**src/rtl/fetch_pkg.sv**
```systemverilog
// Shared types for the instruction fetch queue: FSM encoding and counter sizing.
package fetch_pkg;

    typedef enum logic [1:0] {BOOT, RUN, HALTED} fetch_state_t;

    // Counters must hold the value DEPTH itself, hence the extra bit.
    function automatic int cnt_w(input int depth);
        return $clog2(depth) + 1;
    endfunction

endpackage

```
**src/rtl/fetch_fifo.sv**
```systemverilog
// Synchronous DEPTH-entry FIFO with flush; flush empties the queue and wins over push.
module fetch_fifo
    import fetch_pkg::*;
#(
    parameter int  W     = 32,
    parameter int  DEPTH = 4,
    localparam int CW    = cnt_w(DEPTH)
) (
    input  logic          clk,
    input  logic          reset,
    input  logic          push,
    input  logic [W-1:0]  push_data,
    input  logic          pop,
    input  logic          flush,
    output logic [W-1:0]  head,
    output logic [CW-1:0] count
);
    localparam int AW = $clog2(DEPTH);

    logic [W-1:0]  mem [DEPTH];
    logic [AW-1:0] rd_ptr;
    logic [AW-1:0] wr_ptr;

    always_ff @(posedge clk) begin
        if (!reset || flush) begin
            rd_ptr <= '0;
            wr_ptr <= '0;
            count  <= '0;
        end else begin
            if (push) wr_ptr <= wr_ptr + AW'(1);
            if (pop)  rd_ptr <= rd_ptr + AW'(1);
            count <= count + CW'(push) - CW'(pop);
        end
    end

    always_ff @(posedge clk) begin
        if (push && !flush) mem[wr_ptr] <= push_data;
    end

    assign head = mem[rd_ptr];

endmodule

```
**src/rtl/instr_fetch_queue.sv**
```systemverilog
// Fetch front-end: sequential PC issue, credit-limited requests, redirect flush with stale-response discard.
// Define FETCH_BYPASS_EN to forward a response straight to decode when the queue is empty.
module instr_fetch_queue
    import fetch_pkg::*;
#(
    parameter int DATA_W   = 16,
    parameter int ADDR_W   = 16,
    parameter int DEPTH    = 4,
    parameter int PC_STEP  = 4,
    parameter int RESET_PC = 0
) (
    input  logic              clk,
    input  logic              reset,
    output logic              imem_req_valid,
    input  logic              imem_req_ready,
    output logic [ADDR_W-1:0] imem_req_addr,
    input  logic              imem_rsp_valid,
    input  logic [DATA_W-1:0] imem_rsp_data,
    input  logic              redirect_valid,
    input  logic [ADDR_W-1:0] redirect_pc,
    input  logic              halt,
    output logic              dec_valid,
    input  logic              dec_ready,
    output logic [DATA_W-1:0] dec_instr,
    output logic [ADDR_W-1:0] dec_pc,
    output logic              err_unexpected_rsp
);
    localparam int CW = cnt_w(DEPTH);
    localparam logic [ADDR_W-1:0] STEP = ADDR_W'(PC_STEP);

    typedef struct packed {
        logic [DATA_W-1:0] instr;
        logic [ADDR_W-1:0] pc;
    } fetch_entry_t;

    fetch_state_t      state, state_nxt;
    logic [ADDR_W-1:0] fetch_pc;
    logic [ADDR_W-1:0] rsp_pc;
    logic [CW-1:0]     outstanding, outstanding_nxt, discard, count;
    logic [CW:0]       credits;
    logic              err, issue, req_hs, rsp_ok, rsp_keep, bypass, push, pop;
    fetch_entry_t      rsp_entry, head, out_entry;

    always_ff @(posedge clk) begin
        if (!reset) state <= BOOT;
        else        state <= state_nxt;
    end

    always_comb begin
        state_nxt = state;
        case (state)
            BOOT:    state_nxt = RUN;
            RUN:     if (halt)  state_nxt = HALTED;
            HALTED:  if (!halt) state_nxt = RUN;
            default: state_nxt = BOOT;
        endcase
    end

    // Credits cover both queued entries and in-flight requests, so a push never finds the queue full.
    always_comb begin
        credits = {1'b0, count} + {1'b0, outstanding};
        issue   = 1'b0;
        if (state == RUN && credits < (CW+1)'(DEPTH)) issue = 1'b1;
    end

    assign req_hs          = imem_req_valid && imem_req_ready;
    assign rsp_ok          = imem_rsp_valid && (outstanding != '0);
    assign rsp_keep        = rsp_ok && (discard == '0) && !redirect_valid;
    assign outstanding_nxt = outstanding + CW'(req_hs) - CW'(rsp_ok);
    assign rsp_entry       = '{instr: imem_rsp_data, pc: rsp_pc};

`ifdef FETCH_BYPASS_EN
    assign bypass = rsp_ok && (discard == '0) && (count == '0);
`else
    assign bypass = 1'b0;
`endif

    assign push      = rsp_keep && !(bypass && dec_ready);
    assign pop       = (count != '0) && dec_ready;
    assign out_entry = bypass ? rsp_entry : head;

    always_ff @(posedge clk) begin
        if (!reset) begin
            fetch_pc    <= ADDR_W'(RESET_PC);
            rsp_pc      <= ADDR_W'(RESET_PC);
            outstanding <= '0;
            discard     <= '0;
            err         <= 1'b0;
        end else begin
            outstanding <= outstanding_nxt;
            if (imem_rsp_valid && outstanding == '0) err <= 1'b1;
            // Everything still in flight after this cycle belongs to the old stream.
            if (redirect_valid) begin
                fetch_pc <= redirect_pc;
                rsp_pc   <= redirect_pc;
                discard  <= outstanding_nxt;
            end else begin
                if (req_hs) fetch_pc <= fetch_pc + STEP;
                if (rsp_ok) begin
                    if (discard != '0) discard <= discard - CW'(1);
                    else               rsp_pc  <= rsp_pc + STEP;
                end
            end
        end
    end

    fetch_fifo #(
        .W     ($bits(fetch_entry_t)),
        .DEPTH (DEPTH)
    ) u_fifo (
        .clk       (clk),
        .reset     (reset),
        .push      (push),
        .push_data (rsp_entry),
        .pop       (pop),
        .flush     (redirect_valid),
        .head      (head),
        .count     (count)
    );

    assign imem_req_valid     = reset && issue;
    assign imem_req_addr      = reset ? fetch_pc : '0;
    assign dec_valid          = reset && ((count != '0) || bypass);
    assign dec_instr          = reset ? out_entry.instr : '0;
    assign dec_pc             = reset ? out_entry.pc : '0;
    assign err_unexpected_rsp = reset && err;

endmodule

```
**config.mk**
```make
export PLATFORM = sky130hd
export DESIGN_NAME = instr_fetch_queue
export DESIGN_NICKNAME = d
export VERILOG_FILES = /design/src/rtl/fetch_pkg.sv /design/src/rtl/fetch_fifo.sv /design/src/rtl/instr_fetch_queue.sv
export SDC_FILE = /design/constraint.sdc
export NUM_CORES = 1
export LEC_CHECK = 0
export CORE_ASPECT_RATIO = 1.4
export CORE_MARGIN = 2
export CORE_UTILIZATION = 40
export CTS_CLUSTER_DIAMETER = 50
export DETAILED_ROUTE_END_ITERATION = 7
export PLACE_DENSITY = 0.66
export SYNTH_ARGS = -nofsm -noshare
export SYNTH_HDL_FRONTEND = slang
export SYNTH_HIERARCHICAL = 1
export SYNTH_SLANG_ARGS = --single-unit
```
**constraint.sdc**
```tcl
create_clock -name clk -period 6 [get_ports clk]
set_input_delay 0.9 -clock clk [delete_from_list [all_inputs] [get_ports clk]]
set_output_delay 0.9 -clock clk [all_outputs]
set_load 0.01 [all_outputs]
```
==> impl_metrics.toml, run 1 <==
[run_status]
status = "finished, final reports clean"

[yosys]
yosys_register_bits = 178
synth_edf_count = 128
yosys_warnings = 6
synth_flop_cell = "edfxtp_1"
syn_area_um2 = 7700
synthDistinctLibCells = 52
syn_nets = 585
syn-mean-instance-area_um2 = 14.5
async_flop_share = 0
ys_seq_area_frac = 0.629
syn_inst = 530

[grt]
grt_max_degree = 58
overflow = 0
grt_pass1_vias = 4844
grt_pass1_wl_mm = 24.7
grtUsageTotal = 0.158
antenna_found_initial = 0

[route]
wirelength_mm = 15.3
firstDrtPassIters = 4
wl_per_cell_um = 17.5
drc = 0
antenna_left = 0
drt_iter0_drc = 330
viasPerCell = 5.23
num_vias = 4566

[sta]
period_needed_ps = 3440
drv_slew = 0
setup_viol = 0
skew_ps = 7.58
max_freq_mhz = 290
hold_viol_final = 0
max-slew-margin-rel = 0.404
finalCritPeriodShare = 0.574
tns_ps = 0
max_slew.worst_pin.slew_ps = 895
rsz0062_at_grt = "no"

[power]
clock_power_share = 0.363
power_uw = 2810
switching_share = 0.254
power.switching_uw = 715
p_leak_uw = 0.00306
powerDensity_nw_per_um2 = 303
p_int_uw = 2100
power_frac_seq = 0.506
vdd.ir_drop.worst_mv = 0.146
p_comb_frac = 0.130

[worst_setup_path]
critical_path.top_delay_family = "buffers and inverters"
cp.arrival_ps = 2540
worstReg2RegStart = "outstanding[1]$_SDFF_PN0_"
cp.required_ps = 5100
critPathMaxFanout = 32
crit_type = "flop to primary output"
slowest_delay_ps = 620
slowest_stage = "mux4_1"
r2r-end = "u_fifo/count[2]$_SDFF_PP0_"
endpoint_kind = "primary output"
path_buf_inv = 2
r2r_cells = 10
r2r_slack_ps = 3280
cp_cell_sequence = "buf_4 > mux4_1 > and2_1 > clkdlybuf4s50_1"
startpoint_type = "flop"

[cts]
numCtsBuffers = 17
clk_pin_slew_worst_paths_ps = 70
clockRootBuffer = "clkbuf_16"
postCtsSetupBuffers = 0
clockBufferDepth = 2
cts_tree = "built"
postCtsHoldBufs = 0
cts_sinks = 178
htreeDepth = 4
clk_latency_ps = 420
ctsResizeCount = 0

[finish]
utilization = 0.488
antenna_cells = 0
layout-drive-gt1-share = 0.131
syn2layout_area_growth_pct = 20.7
nFillCells = 1651
nNetsFinal = 667

[job]
cap_violations = 0

[floorplan]
ioPinCount = 90
die_y_um = 168
rows = 60
die_x_um = 121
core_area_um2 = 19100
initial_core_util = 0.404
dieArea_um2 = 20400

[worst_hold_path]
min_delay_path_depth = 2
min_path_type = "flop to flop"
hold_path_startpoint = "fetch_pc[0]$_SDFFE_PN0P_"
hold_end = "fetch_pc[0]$_SDFFE_PN0P_"

[placement]
routabilityCongestion = 0.758
hpwl_mm = 10.1
portBuffers = 89
## cell usage after synthesis, types with 2 or more instances
| cell | number | share of area |
|---|---|---|
| mux2_2 | 3 | 0.0044 |
| buf_12 | 3 | 0.0078 |
| edfxtp_1 | 128 | 0.50 |
| a21boi_0 | 5 | 0.0049 |
| and2_1 | 54 | 0.044 |
| a21oi_1 | 17 | 0.011 |
| nor3b_1 | 2 | 0.0019 |
| a211oi_1 | 4 | 0.0039 |
| nor4b_1 | 2 | 0.0023 |
| o31a_1 | 5 | 0.0057 |
| clkbuf_1 | 16 | 0.0078 |
| nand2b_1 | 5 | 0.0041 |
| ha_1 | 14 | 0.023 |
| o311a_1 | 5 | 0.0065 |
| o21ai_0 | 15 | 0.0097 |
| a31oi_1 | 5 | 0.0041 |
| fa_1 | 2 | 0.0052 |
| mux4_2 | 30 | 0.088 |
| and3_1 | 5 | 0.0041 |
| xor2_1 | 3 | 0.0034 |
| dfxtp_1 | 50 | 0.13 |
| o311ai_0 | 2 | 0.0023 |
| or3_1 | 4 | 0.0032 |
| mux4_1 | 2 | 0.0068 |
| nor2b_1 | 6 | 0.0049 |
| xnor2_1 | 13 | 0.015 |
| nand2_1 | 17 | 0.0083 |
| nand3b_1 | 2 | 0.0019 |
| nand4_1 | 9 | 0.0073 |
| nor2_1 | 19 | 0.0093 |
| inv_1 | 15 | 0.0073 |
| buf_2 | 8 | 0.0052 |
| mux2i_1 | 4 | 0.0052 |
| o21a_1 | 5 | 0.0049 |
| nor3_1 | 12 | 0.0078 |
| buf_6 | 2 | 0.0029 |
| nor4_1 | 9 | 0.0073 |
| and4_1 | 7 | 0.0080 |
| nand3_1 | 8 | 0.0052 |
## flip-flops by register name, summed over array words and instances (netlist names), named ones only
register / cells
u_fifo/mem: 128
fetch_pc: 16
u_fifo/rd_ptr: 2
u_fifo/wr_ptr: 2
err: 1
outstanding: 3
state: 2
discard: 3
u_fifo/count: 3
rsp_pc: 16
## placed cells by master (no fill, tap or decap), drive strengths merged, types with 7 or more instances in the layout
master and count:
edfxtp 128, nand3 8, mux4 32, nor4 9, and2 54, nand2 17
nor2 19, dfxtp 50, clkdlybuf4s50 88, and4 7, nor3 12, xnor2 13
clkbuf 17, nand4 10, o21ai 15, ha 14, inv 22, a21oi 17
## final cells by class
cell class              instances  area (um2)  area share
flip-flops and latches        178        4850       0.521
multi-input cells             306        2620       0.281
repair buffers                 93         916      0.0985
clock buffers                  17         425      0.0457
well taps                     248         310      0.0334
clock inverters                15         125      0.0135
inverters                      16        60.1     0.00646
## power groups by stage
stage | combinational (uW) | sequential, uW | clock, uW
after global placement | 358 | 1450 | 0
after CTS | 372 | 1430 | 1040
after detailed placement | 369 | 1450 | 0
final | 367 | 1430 | 1020
after global routing | 411 | 1430 | 1100
after floorplan | 261 | 1430 | 0
## kinds of logic (layout without fill, tap and decap cells)
family | Yosys count | in the layout | synth area share
mux | 39 | 39 | 0.104
simple gates | 167 | 167 | 0.128
fa+ha+maj | 16 | 16 | 0.0279
compound gates | 67 | 67 | 0.0575
buf+inv | 46 | 141 | 0.0320
flops | 178 | 178 | 0.629
xor+xnor | 17 | 17 | 0.0213
## tightest hold or removal path: cells and delay by family (launching register included)
family             cells  cell delay [ps]
DFF                    1              310
AOI/OAI and AO/OA      1               60
and+or+nand+nor        1               50
## layer usage
metal,global-route usage,up-vias,part of all wire
li1,-,2180,-
met1,0.185,2246,0.41
met2,0.279,118,0.52
met3,0.0369,22,0.043
met4,0.0590,0,0.024
met5,0,-,0
## worst max path at each step
stage                     cells past startpoint  slack, ps                    endpoint           start
after floorplan                               6       2700  u_fifo/mem[0][0]$_DFFE_PP_  redirect_valid
after global placement                       11       2460  u_fifo/count[2]$_SDFF_PP0_  imem_rsp_valid
after detailed placement                     11       2410  u_fifo/count[2]$_SDFF_PP0_  imem_rsp_valid
after CTS                                     4       2480                   dec_pc[0]            flop
after global routing                          4       2380                   dec_pc[2]           reset
final                                         4       2560                   dec_pc[0]            flop
## through the flow
| stage | instances | area (um2) | hold WS [ps] | worst slack, ps |
|---|---|---|---|---|
| global placement | 841 | 8750 | 465 | 2460 |
| CTS | 873 | 9300 | 471 | 2480 |
| global route | 873 | 9300 | 507 | 2380 |
| detailed placement | 841 | 8750 | 462 | 2410 |
| floorplan | 530 | 7700 | 439 | 2700 |
| finish | 873 | 9300 | 466 | 2560 |
No activity file was read; power rests on OpenSTA's default activity.
==> run 2, diff against run 1 <==
--- a/config.mk
+++ b/config.mk
@@ -10,7 +10,7 @@
 export CORE_UTILIZATION = 40
 export CTS_CLUSTER_DIAMETER = 50
 export DETAILED_ROUTE_END_ITERATION = 7
-export PLACE_DENSITY = 0.66
+export PLACE_DENSITY = 0.69
 export SYNTH_ARGS = -nofsm -noshare
 export SYNTH_HDL_FRONTEND = slang
 export SYNTH_HIERARCHICAL = 1
==> constraint.sdc (replaced) <==
create_clock -name clk -period 2.8 [get_ports clk]
set_input_delay 0.42 -clock clk [delete_from_list [all_inputs] [get_ports clk]]
set_output_delay 0.42 -clock clk [all_outputs]
set_load 0.01 [all_outputs]
==> run 2 against run 1 <==
Routed wire length up 4.1%. First-iteration DRC count rose by 8.5%. Worst hold slack improved by 6.0 ps. Critical path depth is the same. Cell area up 3.2%. Highest routed layer unchanged. Worst setup slack worse by 2400 ps. Clock power grew to 2.6 times the previous value. Largest power group unchanged. Global-route usage rose by 0.15 points. Core utilization is 1.6 points higher.
==> impl_metrics.toml, run 2 (same netlist as run 1, synthesis figures left out) <==
[run_status]
status = "finished, final reports clean"

[route]
drc = 0
wirelength_mm = 15.9
num_vias = 4715
drt_iter0_drc = 358
viasPerCell = 5.32
antenna_left = 0
wl_per_cell_um = 18.0
firstDrtPassIters = 5

[cts]
clockBufferDepth = 2
numCtsBuffers = 17
clk_latency_ps = 430
clockRootBuffer = "clkbuf_16"
htreeDepth = 4
cts_tree = "built"
postCtsSetupBuffers = 0
clk_pin_slew_worst_paths_ps = 60
cts_sinks = 178

[worst_setup_path]
crit_type = "flop to primary output"
cp.depth = 4
worstReg2RegStart = "outstanding[2]$_SDFF_PN0_"
startpoint_type = "flop"
r2r-end = "discard[2]$_SDFFE_PN0P_"
r2r_slack_ps = 210
endpoint_kind = "primary output"
cp.required_ps = 2380
cp.arrival_ps = 2270
slowest_delay_ps = 550
r2r_cells = 11
slowest_stage = "mux4_1"
critPathMaxFanout = 16
cp-endpoint = "dec_pc[0]"
path_buf_inv = 2
cp_cell_sequence = "buf_12 > mux4_1 > and2_1 > clkdlybuf4s50_1"
critical_path.top_delay_family = "buffers and inverters"

[sta]
max-slew-margin-rel = 0.549
setup_viol = 0
drv_slew = 0
max_freq_mhz = 371
finalCritPeriodShare = 0.962
hold_viol_final = 0
max_slew.worst_pin.slew_ps = 676
period_needed_ps = 2690
rsz0062_at_grt = "no"
skew_ps = 16.2
tns_ps = 0

[floorplan]
die_y_um = 168
rows = 60
ioPinCount = 90
core_area_um2 = 19100
initial_core_util = 0.404
die_x_um = 121
dieArea_um2 = 20400

[power]
power_uw = 6570
p_leak_uw = 0.00323
powerDensity_nw_per_um2 = 684
vdd.ir_drop.worst_mv = 0.423

[placement]
routabilityCongestion = 0.813
portBuffers = 89
placed_area_um2 = 8900
hpwl_mm = 10.5

[finish]
regMostFlops = "u_fifo/mem"
syn2layout_area_growth_pct = 24.7
most-common-layout-cells = "128 x edfxtp_1, 88 x clkdlybuf4s50_1, 50 x and2_1, 48 x dfxtp_1, 30 x mux4_2"
largest_reg_flops = 128
utilization = 0.504
final_common_cell = "edfxtp_1"
final_cell_area_um2 = 9600
top_regs = "u_fifo/mem (128), fetch_pc (16), rsp_pc (16)"
nNetsFinal = 681
layout-drive-gt1-share = 0.150
antenna_cells = 0

[grt]
grt_max_degree = 82
grt_pass1_wl_mm = 24.9
grtUsageTotal = 0.159
overflow = 0
antenna_found_initial = 0
grt_pass1_vias = 4935

[worst_hold_path]
min_path_type = "flop to flop"

[job]
cap_violations = 0
[run 2: cell types whose count changed in the layout (fill, tap and decap cells not counted), sizes merged]
cell,change
clkinvlp,-5
clkbuf,+1
bufinv,+6
inv,-3
clkinv,+2
buf,+13
[run 2: cell type report]
type	count	area (um2)
Fill cell	1660	9470
Multi-Input combinational cell	306	2620
Inverter	16	60.1
Timing Repair Buffer	107	1090
Tap cell	248	310
Clock inverter	15	254
Sequential cell	178	4850
Clock buffer	17	425
[run 2: worst min-delay path by stage]
stage	endpoint	cells after the start	from
final	fetch_pc[0]$_SDFFE_PN0P_	2	fetch_pc[0]$_SDFFE_PN0P_
after global routing	fetch_pc[0]$_SDFFE_PN0P_	2	fetch_pc[0]$_SDFFE_PN0P_
after CTS	fetch_pc[0]$_SDFFE_PN0P_	2	fetch_pc[0]$_SDFFE_PN0P_
after detailed placement	fetch_pc[0]$_SDFFE_PN0P_	2	fetch_pc[0]$_SDFFE_PN0P_
after global placement	fetch_pc[1]$_SDFFE_PN0P_	2	fetch_pc[1]$_SDFFE_PN0P_
after floorplan	fetch_pc[0]$_SDFFE_PN0P_	2	fetch_pc[0]$_SDFFE_PN0P_
[run 2: through the flow]
stage / hold slack [ps] / std cells / setup WS, ps
2_1_floorplan: 439 / 530 / 10.4
3_3_place_gp: 454 / 854 / 90.2
3_5_place_dp: 464 / 854 / 46.0
4_1_cts: 476 / 886 / 16.7
5_1_grt: 504 / 887 / 35.5
6_report: 472 / 887 / 106
[run 2: routing by layer]
layer,track usage,wire length [um],vias up
li1,-,-,2211
met1,0.182,6540,2364
met2,0.295,8630,125
met3,0.0298,567,15
met4,0.0535,196,0
met5,0,0,-
[run 2: repair_timing]
action,in CTS,in global routing
resized for setup,0,0
hold buffers,0,0
endpoints found under the hold margin,0,0
setup endpoints to repair,0,1
[run 2: where the power goes]
part           internal [uW]  switching (uW)
Clock                   1690            1000
Combinational            424             400
Sequential              2940             114
Total                   5050            1520
[run 2: worst min-delay path, delay by kind of cell, from the launching register on]
family             cells  cell delay, ps
and+or+nand+nor        1              50
DFF                    1             310
AOI/OAI and AO/OA      1              70
==> edit 1: new RTL, config.mk and constraints of run 2 <==
Change the parameter `DATA_W` from 16 to 20.
--- a/src/rtl/instr_fetch_queue.sv
+++ b/src/rtl/instr_fetch_queue.sv
@@ -3,7 +3,7 @@
 module instr_fetch_queue
     import fetch_pkg::*;
 #(
-    parameter int DATA_W   = 16,
+    parameter int DATA_W   = 20,
     parameter int ADDR_W   = 16,
     parameter int DEPTH    = 4,
     parameter int PC_STEP  = 4,
Interface: changed (resized dec_instr and imem_rsp_data); port bits go from 90 to 98. No check against the original RTL was run, so the function may have changed too.
==> edit 1 against run 2 <==
Critical path depth is the same; utilization is essentially flat; sequential cell count increased by 16; fmax shrank 0.71%; critical path type unchanged; final cell count rose by 3.5%; clock power down 7.8%; cell area rose by 6.6%; combinational power rose by 5.5%; area after synthesis grew 6.9%; worst setup slack got worse by 0.019 ns; count of clock-buffer cells in the layout unchanged; wire length is 2.3% higher; power increased by 1.7%.
==> edit 1: results <==
hold_path:
  hold_start: "fetch_pc[1]$_SDFFE_PN0P_"
  min_to: "fetch_pc[1]$_SDFFE_PN0P_"
finish:
  top_regs: "u_fifo/mem: 144 flops, fetch_pc: 16 flops, rsp_pc: 16 flops"
  drive_gt1_share_pct: 15.3
  n_all_buffers: 116
  antennaDiodeCount: 0
  layout.nonclk_buf_share_pct: 11.9
  clkCellAreaFrac_pct: 6.19
  multi_input_area_sq_um: 2670
  multi_input_cells: 302
  layout.nets: 708
  nNonClkInverters: 18
  fin_cells: 918
  seq_cell_count: 194
  n_fill_cell: 1728
  seqCellArea_sq_um: 5330
logic_synthesis:
  avgSynthCellArea_sq_um: 15.2
  synth_commonest_cells: "144 x edfxtp_1, 58 x and2_1, 50 x dfxtp_1, 30 x mux4_2, 20 x o21ai_0"
  synth.area.top_cells: "edfxtp_1 53%, dfxtp_1 12%, mux4_2 8.2%"
  seq_area_frac_synth_pct: 64.7
  synth_nets: 600
placed_design:
  dp.cells: 885
  hpwl_um: 10500
  post-place-ws_ns: -0.0116
  io_buffers: 97
  gp_congestion: 0.825
  dpl_cell_area_sq_um: 9570
pwr:
  clk-power_mw: 2.48
  power.internal_mw: 4.97
  power.leakage_nw: 3.35
  seqPwrFrac_pct: 49.9
  power_density_nw_per_um2: 653
global_routing:
  antenna_found_initial: 0
  grt_util_met3_pct: 3.98
  grt.met1_usage_pct: 17.5
  track_usage_pct: 15.4
  grt_max_degree: 83
  grtUsageMet2_pct: 28.8
timing:
  fin_hold_ws_ns: 0.482
  layout_setup_ws_ns: 0.0871
  slew_headroom_pct: 53.7
  finalClockSkew_ns: 0.0170
detailed_routing:
  route.met2.wl_um: 8870
  wirelength_um: 16300
  wl_met1_um: 6570
  wl_met3_um: 707
  top_layer_used: "met4"
  drtIter0Drc: 377
  drt-pass1-iter-count: 6
cts:
  cts.clk_slew.worst_paths_ns: 0.08
  cts_root_buf: "clkbuf_16"
outcome:
  status: "finished, final reports clean"
floorplanning:
  num_tap_cells: 256
critical_path:
  arrival_ns: 2.29
  r2r_cells: 12
==> edit 1: cell count changes in the layout (fill, tap and decap cells not counted), sizes merged, moves of 5 or more <==
cell / before / now
o311a: 5 / 0
edfxtp: 128 / 144
inv: 19 / 24
nor2: 19 / 13
bufinv: 6 / 1
o31a: 5 / 0
o31ai: 1 / 11
and4: 7 / 2
clkdlybuf4s50: 88 / 96
a31oi: 5 / 13
and2: 54 / 59
or4: 0 / 10
o21ai: 15 / 20
==> edit 1: cell families (layout without fill, tap and decap cells) <==
family,Yosys count,count (layout),share of synthesized area (%)
adders and majority gates,16,16,2.61
and+or+nand+nor,157,157,11.6
xor gates and xnor gates,18,18,2.10
muxes,43,43,11.0
AOI/OAI and AO/OA,68,68,4.97
buffers and inverters,45,166,3.05
DFF,194,194,64.7
==> edit 1: worst min-delay path, stage by stage, from the launching register on <==
cell,delay (ns)
dfxtp_1,0.32
nand2_1,0.05
a21boi_0,0.07
==> edit 2: new RTL, flow settings as in run 2 <==
Made on the original files. Register the output `err_unexpected_rsp`, without a reset; this adds one clock of latency there. The other outputs are not delayed to match.
--- a/src/rtl/instr_fetch_queue.sv
+++ b/src/rtl/instr_fetch_queue.sv
@@ -123,7 +123,9 @@
     assign dec_valid          = reset && ((count != '0) || bypass);
     assign dec_instr          = reset ? out_entry.instr : '0;
     assign dec_pc             = reset ? out_entry.pc : '0;
-    assign err_unexpected_rsp = reset && err;
+    always_ff @(posedge clk) begin
+        err_unexpected_rsp <= reset && err;
+    end
 
 endmodule
 
Formal check against the unedited RTL: not equivalent (a bounded check fails within 4 cycles, from zero or initial values and one cycle with reset low).
==> edit 2 against run 2 <==
Sequential cell count grew 1; critical path depth is the same; cell area is essentially flat; wire length shrank 0.35%; worst setup slack lost 0.0025 ns; largest power group unchanged; critical path type unchanged; die area grew 0.25%; utilization is essentially flat; count of clock-buffer cells in the layout is the same; area after synthesis grew 0.26%; clock power shrank 11%; power shrank 4.2%; synthesized cell count grew 0.19%.
==> edit 2: results <==
global_routing:
  grt_pass1_wl_um: 25800
  grt_max_degree: 82
  track_usage_pct: 16.3
  grt_pass1_vias: 5134
pwr:
  power.leakage_nw: 3.22
  clk-power_mw: 2.39
  power.switching_mw: 1.68
  power_switching_share_pct: 26.7
  seqPwrFrac_pct: 48.8
  ir_worst_vdd_uv: 393
logic_synthesis:
  synth_ff_type: "edfxtp_1"
  synth_edf_count: 128
  synth_nets: 586
  synth_fa_ha_area_share_pct: 2.79
  synthMuxAreaShare_pct: 10.4
  synth-compound-area-share_pct: 5.74
  synth_commonest_cells: "128 x edfxtp_1, 54 x and2_1, 51 x dfxtp_1, 30 x mux4_2, 19 x nor2_1"
  synth_xor_area_share_pct: 2.12
  avgSynthCellArea_sq_um: 14.5
  async_flop_share_pct: 0
  seq_area_frac_synth_pct: 63.0
  synth.area.top_cells: "edfxtp_1 50%, dfxtp_1 13%, mux4_2 8.7%"
detailed_routing:
  drtIter0Drc: 432
  drt-pass1-iter-count: 4
  wirelength_um: 15900
  vias: 4682
  routedWlPerCell_um: 17.8
placed_design:
  dpl_cell_area_sq_um: 8980
  hpwl_um: 10700
  dp.cells: 858
  gp_congestion: 0.818
  post-place-ws_ns: 0.00363
  io_buffers: 89
critical_path:
  critPathMaxStageDelay_ns: 0.54
  r2r-end: "discard[2]$_SDFFE_PN0P_"
  path_max_fanout: 12
  r2r_start: "outstanding[1]$_SDFF_PN0_"
  start_kind: "register"
  path_delay_family: "buffers and inverters"
  cp-endpoint: "dec_instr[15]"
  arrival_ns: 2.28
outcome:
  status: "finished, final reports clean"
finish:
  antennaDiodeCount: 0
  drive_gt1_share_pct: 15.3
  largest_register_ffs: 128
  layout.nets: 684
  n_fill_cell: 1647
timing:
  finalClockSkew_ns: 0.0117
  slew_headroom_pct: 53.1
  fin_crit_sh_pct: 96.3
hold_path:
  hold_class: "register to register"
cts:
  cts_root_buf: "clkbuf_16"
  cts_resized: 1
  post_cts_buffers: 0
==> edit 2: worst min-delay path by stage <==
| stage | from | endpoint | slack [ns] | depth (start not counted) |
|---|---|---|---|---|
| after floorplan | err$_SDFFE_PN0P_ | err_unexpected_rsp$_DFF_P_ | 0.43 | 1 |
| after global placement | fetch_pc[1]$_SDFFE_PN0P_ | fetch_pc[1]$_SDFFE_PN0P_ | 0.45 | 2 |
| after detailed placement | err$_SDFFE_PN0P_ | err_unexpected_rsp$_DFF_P_ | 0.45 | 1 |
| after CTS | fetch_pc[0]$_SDFFE_PN0P_ | fetch_pc[0]$_SDFFE_PN0P_ | 0.48 | 2 |
| after global routing | fetch_pc[0]$_SDFFE_PN0P_ | fetch_pc[0]$_SDFFE_PN0P_ | 0.50 | 2 |
| final | fetch_pc[0]$_SDFFE_PN0P_ | fetch_pc[0]$_SDFFE_PN0P_ | 0.47 | 2 |
==> edit 2: layout make-up <==
| type | count | area [sq um] | share of cell area [%] |
|---|---|---|---|
| Clock buffer | 17 | 425 | 4.43 |
| Clock inverter | 15 | 189 | 1.97 |
| Inverter | 16 | 60.1 | 0.626 |
| Multi-Input combinational cell | 306 | 2620 | 27.3 |
| Sequential cell | 179 | 4870 | 50.8 |
| Tap cell | 248 | 310 | 3.23 |
| Timing Repair Buffer | 109 | 1120 | 11.7 |
==> edit 2: per-layer routing <==
| metal | share of wire [%] | routed length [um] | vias up | global-route usage, % |
|---|---|---|---|---|
| li1 | - | - | 2211 | - |
| met1 | 40 | 6370 | 2337 | 18.5 |
| met2 | 55 | 8660 | 115 | 30.3 |
| met3 | 3.9 | 627 | 19 | 3.52 |
| met4 | 1.4 | 221 | 0 | 5.15 |
| met5 | 0 | 0 | - | 0 |
